[src/rtl/imem_loader.sv]
// imem_loader: streams words into byte-wide instruction memory, holding the MIPS core in reset until loaded.
// Define IMEM_LOADER_CHECKSUM_EN to require an XOR trailer word after the image.
module imem_loader #(
    parameter int ADDR_W = 10,
    parameter int BYTE_LANES = 4,
    parameter bit BIG_ENDIAN = 0,
    parameter int MAX_WORDS = (2 ** ADDR_W) / BYTE_LANES
) (
    input  logic                    clk,
    input  logic                    rst,
    input  logic                    start,
    input  logic [ADDR_W-1:0]       len,
    input  logic                    s_valid,
    input  logic [8*BYTE_LANES-1:0] s_data,
    output logic                    s_ready,
    output logic                    mem_we,
    output logic [ADDR_W-1:0]       mem_addr,
    output logic [7:0]              mem_wdata,
    output logic                    core_rst,
    output logic                    busy,
    output logic                    done,
    output logic                    err,
    output logic [ADDR_W-1:0]       words_loaded
);
    localparam int DW = 8 * BYTE_LANES;
    localparam int LW = BYTE_LANES > 1 ? $clog2(BYTE_LANES) : 1;
    typedef enum logic [2:0] {
        IDLE, WAIT_WORD, WRITE,
`ifdef IMEM_LOADER_CHECKSUM_EN
        CHECK,
`endif
        DONE, ERR
    } state_t;
    state_t state;
    logic [DW-1:0] data;
    logic [LW-1:0] lane;
    logic [ADDR_W-1:0] len_q;
    logic len_ok;
`ifdef IMEM_LOADER_CHECKSUM_EN
    logic [DW-1:0] csum;
`endif
    assign len_ok = (len != '0) && (32'(len) <= $unsigned(MAX_WORDS));
    function automatic logic [7:0] lane_byte(input logic [DW-1:0] w, input int l);
        logic [DW-1:0] s;
        s = w >> (8 * (BIG_ENDIAN ? BYTE_LANES - 1 - l : l));
        return s[7:0];
    endfunction
    always_ff @(posedge clk or posedge rst) begin
        if (rst) begin
            state <= IDLE;
            data <= '0;
            lane <= '0;
            len_q <= '0;
`ifdef IMEM_LOADER_CHECKSUM_EN
            csum <= '0;
`endif
            s_ready <= 1'b0;
            mem_we <= 1'b0;
            mem_addr <= '0;
            mem_wdata <= '0;
            core_rst <= 1'b1;
            busy <= 1'b0;
            done <= 1'b0;
            err <= 1'b0;
            words_loaded <= '0;
        end else begin
            case (state)
                IDLE, DONE, ERR: if (start) begin
                    core_rst <= 1'b1;
                    done <= 1'b0;
                    if (len_ok) begin
                        state <= WAIT_WORD;
                        len_q <= len;
                        words_loaded <= '0;
                        lane <= '0;
`ifdef IMEM_LOADER_CHECKSUM_EN
                        csum <= '0;
`endif
                        s_ready <= 1'b1;
                        busy <= 1'b1;
                        err <= 1'b0;
                    end else begin
                        state <= ERR;
                        err <= 1'b1;
                    end
                end
                WAIT_WORD: if (s_valid) begin
                    state <= WRITE;
                    s_ready <= 1'b0;
                    data <= s_data;
                    lane <= '0;
                    mem_we <= 1'b1;
                    mem_addr <= ADDR_W'(words_loaded * BYTE_LANES);
                    mem_wdata <= lane_byte(s_data, 0);
`ifdef IMEM_LOADER_CHECKSUM_EN
                    csum <= csum ^ s_data;
`endif
                end
                WRITE: if (lane == LW'(BYTE_LANES - 1)) begin
                    mem_we <= 1'b0;
                    words_loaded <= words_loaded + ADDR_W'(1);
                    if (words_loaded + ADDR_W'(1) == len_q) begin
`ifdef IMEM_LOADER_CHECKSUM_EN
                        state <= CHECK;
                        s_ready <= 1'b1;
`else
                        state <= DONE;
                        busy <= 1'b0;
                        done <= 1'b1;
                        core_rst <= 1'b0;
`endif
                    end else begin
                        state <= WAIT_WORD;
                        s_ready <= 1'b1;
                    end
                end else begin
                    lane <= lane + LW'(1);
                    mem_addr <= mem_addr + ADDR_W'(1);
                    mem_wdata <= lane_byte(data, int'(lane) + 1);
                end
`ifdef IMEM_LOADER_CHECKSUM_EN
                // Trailer is compared against the running XOR and never written to memory
                CHECK: if (s_valid) begin
                    s_ready <= 1'b0;
                    busy <= 1'b0;
                    if (s_data == csum) begin
                        state <= DONE;
                        done <= 1'b1;
                        core_rst <= 1'b0;
                    end else begin
                        state <= ERR;
                        err <= 1'b1;
                    end
                end
`endif
                default: state <= IDLE;
            endcase
        end
    end
endmodule

[config.mk]
export PLATFORM = sky130hd
export DESIGN_NAME = imem_loader
export DESIGN_NICKNAME = d
export VERILOG_FILES = /design/src/rtl/imem_loader.sv
export SDC_FILE = /design/constraint.sdc
export NUM_CORES = 1
export LEC_CHECK = 0
export CAP_MARGIN = 15
export CORE_ASPECT_RATIO = 0.5
export CORE_MARGIN = 2
export CORE_UTILIZATION = 55
export DETAILED_ROUTE_END_ITERATION = 6
export DONT_BUFFER_PORTS = 1
export PLACE_DENSITY = 0.71
export SLEW_MARGIN = 5
export SYNTH_ARGS = -nofsm -noshare
export SYNTH_HDL_FRONTEND = slang
export SYNTH_SLANG_ARGS = --single-unit
[constraint.sdc]
create_clock -name clk -period 7.1 [get_ports clk]
set_input_delay 0 -clock clk [delete_from_list [all_inputs] [get_ports clk]]
set_output_delay 0 -clock clk [all_outputs]
set_load 0.005 [all_outputs]
## After elaboration in Yosys (flattened, before gate mapping)

Index checks and enable logic that the tools add are counted.

| storage, ports and cells | value |
|---|---|
| flip-flop bits (word level) | 81 |
| output and inout bits | 34 |
| word-level logic and storage cells | 90 |
| input bits | 46 |

| operators by class | value |
|---|---|
| shifts and indexed selects | 1 |
| equal/unequal tests | 13 |
| muxes and demuxes | 40 |
| order comparisons | 1 |
| $add $sub $neg | 4 |
| reductions and logical operators | 18 |

Operators by type and width:

| operator | number |
|---|---|
| $mux W10 | 5 |
| $pmux W10 S2 | 2 |
| $shr A32 B6 Y8 | 1 |
| $add A10 B1 Y10 const B | 2 |
| $mux W8 | 2 |
| $pmux W8 S2 | 1 |
| $mux W1 | 14 |
| $ne A2 B2 Y1 const B | 7 |
| $mux W3 | 4 |
| $reduce_and A3 Y1 | 4 |
| $eq A10 B10 Y1 | 1 |
| $le A10 B9 Y1 const B | 1 |
| $mux W2 | 5 |
| $reduce_and A5 Y1 | 2 |
| $reduce_bool A10 Y1 | 1 |
| $pmux W3 S3 | 1 |
| $pmux W1 S2 | 4 |
| $reduce_and A4 Y1 | 2 |
| $eq A3 B2 Y1 const B | 2 |
| $pmux W2 S3 | 1 |
| $reduce_and A6 Y1 | 1 |
| $reduce_and A2 Y1 | 2 |
| $reduce_bool A2 Y1 | 2 |
| $add A2 B1 Y3 const B | 1 |
| 9 further kinds | 9 |

## Depth between registers and ports, before layout

Gate-level depths: netlist of the first run.

| logic depth | value |
|---|---|
| depth after elaboration | 5 |
| gate-level depth with buffers | 8 |
| mapped depth without buffers | 7 |

## Worst setup path after synthesis of the first run

Ideal clock, no wire load.

| path | value |
|---|---|
| kind | flip-flop to flip-flop |
| start point | register words_loaded[0] |
| end point | register busy |
| period minus slack after synthesis | 2.312 ns |
| slack | 4.788 ns |
| required time | 6.982 ns |
| arrival time | 2.194 ns |
| path buffers | 0 |
| library setup time | 0.118 ns |
| stages on the path, launching flop included | 8 |
| cell sequence | dfrtp_1 -> ha_1 -> nand3_2 -> or3_1 -> a2111oi_2 -> nor4b_4 -> nand3_2 -> a21o_1 |

| on the way | value |
|---|---|
| word-level cells in the longest chain between the ends | 4 |

RTL lines:

| what | line | text |
|---|---|---|
| from (decl) | 23 | `output logic [ADDR_W-1:0] words_loaded` |
| from (signal assigned) | 101 | `words_loaded <= words_loaded + ADDR_W'(1);` |
| $add A10 B1 Y10 | 102 | `if (words_loaded + ADDR_W'(1) == len_q) begin` |
| $eq A10 B10 Y1 | 102 |  |
| $ne A2 B2 Y1 (no source line) | n/a |  |
| $reduce_and A5 Y1 (no source line) | n/a |  |
| to (signal assigned) | 62 | `busy <= 1'b0;` |
| to (signal assigned) | 80 | `busy <= 1'b1;` |
| to (signal assigned) | 108 | `busy <= 1'b0;` |
| to (decl) | 20 | `output logic busy,` |

Every way passes these cells.
A chain may end at the register's enable or synchronous reset.

## Worst setup path in the final report of the first run

Ends and elaborated chain as after synthesis.

==> impl_metrics.toml, run 1 <==
[outcome]
status = "complete, no violations"

[route]
avgViaCountPerCell = 5.834
wl_per_cell_um = 18.03
drt_iter0_drc = 256
num_vias = 2993
drtAntennaViolNets = 0
drcViolationCount = 0
wl_um = 9247
dr.pass1.iters = 4

[setup_path]
path_max_fanout = 8
ff2ff_setup_slack_ns = 4.49
critPathLaunchType = "flip-flop"
worstPathCellList = "ha_1, nand3_2, or3_1, a2111oi_2, nor4b_4, nand3_2, a21o_1"
cp_slowest_cell = "dfrtp_1"
timing_worst_setup_path_type = "flip-flop to flip-flop"
critPathTopFamily = "simple AND/OR/NAND/NOR gates"
critPathRequiredTime_ns = 7.32
worst_setup_path_end_kind = "flip-flop"
crit_buf_inv = 0
reg2regPathDepth = 7
r2r-end = "busy$_DFFE_PP0P_"
crit_path_frequent_cell = "nand3_2"
max_stage_delay_ns = 0.53
arrival_ns = 2.83
reg2reg_from = "words_loaded[0]$_DFFE_PP0P_"

[global_routing]
grt_first_pass_wirelength_um = 15520
overflow = 0
grt_max_degree = 74
grt_usage_pct = 26.26
first_global_vias = 3044
antenna_found_initial = 0

[floorplanning]
die_h_um = 62.74
num_rows = 21
num_io_pins = 80
dieWidth_um = 121.5
dieArea_sq_um = 7620
core-area_sq_um = 6674
initial_core_util_pct = 56.86

[layout]
seqCellArea_sq_um = 1828
multiInputGateArea_sq_um = 1821
syn_to_final_growth_pct = 20.80
drive_gt1_share_pct = 12.59
final_cell_mix = "dfrtp_1, dlygate4sd3_1, nand2_1, o21ai_0"
layout_commonest_cell = "dfrtp_1"
fin_util_pct = 68.69
fillers = 494
final_nets = 465
num_antenna_cells = 0

[placement]
port_buffers = 0
place.gp.congestion = 0.8997
dp_hpwl_um = 6024

[timing]
hold_slack_ns = 0.1424
rsz0062_at_grt = "false"
period_minus_slack_ns = 2.610
finalCritPeriodShare_pct = 36.76
fmax_mhz = 383.1
skew_ns = 0.005460
tns_ns = 0
finalHoldViolations = 0
slew_viol_final = 0
tightest_slew_ns = 0.9081
slew_headroom_pct = 39.46
setup_viol = 0

[min_path]
min_path_type = "input pin to flip-flop"
min_from = "start"
whs_path_depth = 4
min_to = "state[0]$_DFFE_PP0P_"

[yosys]
ys_seq_area_share_pct = 48.17
synth_cells = 382
synth_edf_count = 0
yosys.area.top_type_share_pct = 47.48
ys.flop_type = "dfrtp_1"
yosys_warnings = 0
synth_area_sq_um = 3795
ys_ff_latch = 73
yosysTopAreaCell = "dfrtp_1"
yosys.cell_types.count = 50
synthTopCellsByArea = "dfrtp_1, mux2_2, o21ai_0, nand2_1, a21oi_1"
synth-async-reset-ratio_pct = 100.0
synth.avg_cell_area_sq_um = 9.934
syn_nets = 431

[clocking]
htreeDepth = 3
cts_made_buffers = 9
clk_latency_ns = 0.34
cts_tree = "yes"
cts.sinks = 73
clkTransAtPathRegs_ns = 0.06
cts.repair_timing.setup_buffer_count = 0
cts_buffer_depth = 2
root_buffer = "clkbuf_16"

[power]
ir_drop_v = 0.0001981
switchingPower_w = 0.0006322
p_sw_share_pct = 35.86
internal_power_w = 0.001131
power_leakage_nw = 1.837
powerDensity_nw_per_um2 = 384.6
p_clk_share_pct = 27.5
seqPwrFrac_pct = 45.3
p_comb_share_pct = 27.3

[job]
max-cap-violations = 0
-- synth_stat cells, drive strengths merged (5+ instances only) --
cell type and count:
xnor2 7, o22ai 5, dfrtp 72, inv 10
nor2 25, o211ai 10, nor3 5, clkbuf 13
mux2 34, buf 11, mux2i 11, and3 7
o21ai 35, nand3 13, a31oi 8, nand2 40
a21oi 25
-- tightest hold or removal path: stages --
cell and delay [ns]:
o22a_1 0.23, o21ai_0 0.08, nand2_1 0.06, o311ai_1 0.06
-- registers in the layout, indices dropped and copies added (netlist names), 2 cells and up --
signal and cells:
data 24, len_q 10, mem_addr 10, words_loaded 10
mem_wdata 8, state 3, lane 2
-- cell families (layout without fill, tap and decap cells) --
| kind of cell | count (synthesis) | in the layout | synth area share (%) |
|---|---|---|---|
| DFF | 73 | 73 | 48.17 |
| buffers and inverters | 34 | 73 | 4.055 |
| muxes | 45 | 45 | 12.99 |
| adders and majority gates | 3 | 3 | 0.9892 |
| and+or+nand+nor | 113 | 113 | 14.74 |
| AOI/OAI and AO/OA | 103 | 103 | 16.52 |
| xor gates and xnor gates | 11 | 11 | 2.539 |
-- power groups by stage --
stage                     combinational (W)  sequential [W]  clock (W)
after global placement             0.000436        0.000786          0
after global routing               0.000539        0.000822   0.000513
after detailed placement           0.000455        0.000800          0
after CTS                          0.000478        0.000793   0.000493
final                              0.000481        0.000798   0.000484
after floorplan                    0.000437        0.000693          0
-- metal layers --
layer  up-vias  wire [um]  GRT usage (%)
li1       1434          -              -
met3        17        619          8.577
met1      1445       4161          34.62
met5         -          0              0
met2        97       4301          41.29
met4         0        163          8.621
-- per-stage QoR --
step | setup slack [ns] | std cells | power (W) | instance area, sq um
3_5_place_dp | 4.499 | 453 | 0.001254 | 3824
6_report | 4.490 | 513 | 0.001763 | 4584
3_3_place_gp | 4.612 | 453 | 0.001221 | 3824
4_1_cts | 4.489 | 513 | 0.001764 | 4584
5_1_grt | 4.308 | 513 | 0.001875 | 4584
2_1_floorplan | 4.788 | 382 | 0.001130 | 3795
-- repair_timing --
action	CTS	global route
resized for setup	0	0
endpoints found under the hold margin	122	0
hold buffers	44	0
-- worst max path at each step --
stage	cells past startpoint	endpoint	slack, ns	from
3_5_place_dp	7	busy$_DFFE_PP0P_	4.50	words_loaded[0]$_DFFE_PP0P_
5_1_grt	7	busy$_DFFE_PP0P_	4.31	words_loaded[0]$_DFFE_PP0P_
2_1_floorplan	7	busy$_DFFE_PP0P_	4.79	words_loaded[0]$_DFFE_PP0P_
4_1_cts	7	busy$_DFFE_PP0P_	4.49	words_loaded[0]$_DFFE_PP0P_
6_report	7	busy$_DFFE_PP0P_	4.49	words_loaded[0]$_DFFE_PP0P_
3_3_place_gp	7	busy$_DFFE_PP0P_	4.61	words_loaded[0]$_DFFE_PP0P_
-- layout make-up --
cell class,count,share of cell area [%]
clock buffers,9,4.913
clock inverters,7,2.074
inverters,10,0.8188
multi-input cells,275,39.71
flip-flops and latches,73,39.87
well taps,92,2.511
repair buffers,47,10.10
No activity file was read; power rests on OpenSTA's default activity.
==> inputs of run 2 (changes only) <==
Settings changed: ABC_AREA set to 1, PLACE_DENSITY 0.71 to 0.74.
Clock period 7.1 ns to 2.2 ns, I/O delays scaled along.
==> run 2 against run 1 <==
  * Count of clock-buffer cells in the layout up 2
  * Critical path depth rose by 4
  * Area after synthesis fell by 2.6%
  * Via count increased by 4.8%
  * Setup slack got worse by 4.3 ns
  * Clock power grew to 3.5 times the previous value
  * Non-clock buffer count rose by 10
  * Final cell count increased by 16%
  * Final area up 1.7%
  * Core utilization is 2.0 points higher
  * Critical path type unchanged
==> impl_metrics.toml, run 2 <==
[outcome]
status = "complete, no violations"

[global_routing]
antenna_found_initial = 0
grt_usage_pct = 26.41
overflow = 0
first_global_vias = 3107
grt_max_degree = 42
grt_first_pass_wirelength_um = 14680

[timing]
tns_ns = 0
slew_viol_final = 0
rsz0062_at_grt = "false"
skew_ns = 0.002805
fmax_mhz = 503.6
finalHoldViolations = 0
setup_viol = 0
tightest_slew_ns = 0.6251
slew_headroom_pct = 58.17
finalCritPeriodShare_pct = 90.25
period_minus_slack_ns = 1.986

[floorplanning]
core-area_sq_um = 6595
num_rows = 21
dieArea_sq_um = 7429
dieWidth_um = 119.9
num_io_pins = 80
die_h_um = 61.96
initial_core_util_pct = 56.02

[yosys]
yosys_warnings = 0
yosys.cell_types.count = 33
ys.flop_type = "dfrtp_1"
syn_nets = 493
ys_seq_area_share_pct = 49.48
synth-async-reset-ratio_pct = 100.0
yosysTopAreaCell = "dfrtp_1"
synth.avg_cell_area_sq_um = 8.322
yosys.area.top_type_share_pct = 48.76
ys_ff_latch = 73
synthTopCellsByArea = "dfrtp_1, nand2_1, o21ai_0, inv_1, nand3_1"
yosysMostFrequentCell = "nand2_1"
synth_area_sq_um = 3695
synth_cells = 444
synthTopCellsByCount = "nand2_1, dfrtp_1, o21ai_0, inv_1, nor2_1"
synth_edf_count = 0

[clocking]
root_buffer = "clkbuf_16"
cts.sinks = 73
cts_buffer_depth = 2
cts_made_buffers = 9
clkTransAtPathRegs_ns = 0.06
htreeDepth = 3
cts_tree = "yes"
clk_latency_ns = 0.34

[setup_path]
critPathLaunchType = "flip-flop"
arrival_ns = 2.24
path_max_fanout = 9
worst_setup_path_end_kind = "flip-flop"
worstPathCellList = "inv_1, nor2_1, a21oi_1, o21ai_0, or2_1, nand2_1, nor2_1, nand2_1, clkinvlp_4, buf_12, o22ai_1"
critPathRequiredTime_ns = 2.45
timing_worst_setup_path_type = "flip-flop to flip-flop"
cp_slowest_cell = "dfrtp_1"
max_stage_delay_ns = 0.41

[layout]
syn_to_final_growth_pct = 26.18
fin_util_pct = 70.69
top_register = "data"
final_cell_mix = "nand2_1, dfrtp_1, o21ai_0, inv_1, dlygate4sd3_1"
drive_gt1_share_pct = 11.16
layout_commonest_cell = "nand2_1"
final_nets = 546
largest_register_ff_count = 24
num_antenna_cells = 0

[route]
drcViolationCount = 0
wl_um = 8819
avgViaCountPerCell = 5.279
num_vias = 3136
wl_per_cell_um = 14.85
drt_iter0_drc = 252
drtAntennaViolNets = 0
dr.pass1.iters = 4

[power]
powerDensity_nw_per_um2 = 1426
total_power_w = 0.006646
ir_drop_v = 0.0007764
power_leakage_nw = 2.177

[placement]
dp_hpwl_um = 5972
port_buffers = 0
place.gp.congestion = 0.8995

[min_path]
min_path_type = "input pin to flip-flop"

[job]
max-cap-violations = 0
[run 2: changes by cell type in the layout (fill, tap and decap cells not counted), moves of 11 or more]
| cell | before | now |
|---|---|---|
| nand3_1 | 11 | 34 |
| inv_1 | 9 | 46 |
| nand2_1 | 40 | 104 |
| mux2_2 | 25 | 2 |
| o21ai_0 | 33 | 50 |
| mux2i_1 | 11 | 0 |
[run 2: critical path, delay by kind of cell (launching register included)]
family	cells	cell delay, ns
DFF	1	0.41
buffers and inverters	3	0.37
and+or+nand+nor	5	0.59
AOI/OAI and AO/OA	3	0.53
[run 2: logic make-up (layout without fill, tap and decap cells)]
kind of cell,after synthesis,in the layout,synth area share [%]
simple gates,187,187,21.54
compound gates,90,90,12.70
flops,73,73,49.48
buf+inv,67,125,7.145
mux,17,17,6.095
xor+xnor,7,7,2.032
fa+ha+maj,3,3,1.016
[run 2: routing by layer]
metal	vias up	track usage, %	wire length [um]
met5	-	0	0
met3	10	9.489	610
met2	105	45.54	4240
li1	1560	-	-
met4	0	7.059	82
met1	1461	32.69	3885
[run 2: power breakdown]
part	switching (W)	internal [W]	leakage, nW
Combinational	0.00146	0.00112	1.11
Clock	0.000550	0.00114	0.166
Sequential	0.000445	0.00194	0.899
Total	0.00245	0.00419	2.18
[run 2: layout make-up]
cell class | instances | area [sq um]
multi-input combinational | 304 | 1613
fill | 513 | 1933
clock buffer | 11 | 242.7
clock inverter | 5 | 102.6
sequential | 73 | 1829
inverter | 52 | 198.9
tap | 92 | 115.1
timing repair buffer | 57 | 560.5
[run 2: path summary, 6_finish.rpt]
check / depth (start not counted) / from / slack, ns / end
max in group asynchronous: 3 / rst / 1.55 / words_loaded[0]$_DFFE_PP0P_
hold reg to reg: 1 / data[12]$_DFFE_PP0P_ / 0.49 / data[12]$_DFFE_PP0P_
min in group asynchronous: 3 / rst / 0.22 / data[9]$_DFFE_PP0P_
setup reg to reg: 11 / state[0]$_DFFE_PP0P_ / 0.21 / words_loaded[5]$_DFFE_PP0P_
hold / removal: 3 / s_valid / 0.07 / mem_we$_DFFE_PP0P_
setup / recovery: 11 / state[0]$_DFFE_PP0P_ / 0.21 / words_loaded[5]$_DFFE_PP0P_
[run 2: timing repair]
| action | 4_1_cts | 5_1_grt |
|---|---|---|
| buffers inserted | 0 | 1 |
| resized for setup | 0 | 6 |
| endpoints found under the setup margin | 0 | 5 |
| hold buffers | 43 | 0 |
| hold endpoints to repair | 115 | 0 |
[run 2: stage by stage]
step / setup WS, ns / instance area, sq um / hold slack [ns] / std cells
2_1_floorplan: 0.3484 / 3695 / 0.1210 / 444
3_3_place_gp: 0.1427 / 3851 / 0.001184 / 534
3_5_place_dp: 0.1178 / 3851 / 0.002859 / 534
4_1_cts: 0.08956 / 4627 / 0.04718 / 593
5_1_grt: 0.01457 / 4662 / 0.1298 / 594
6_report: 0.2145 / 4662 / 0.07127 / 594
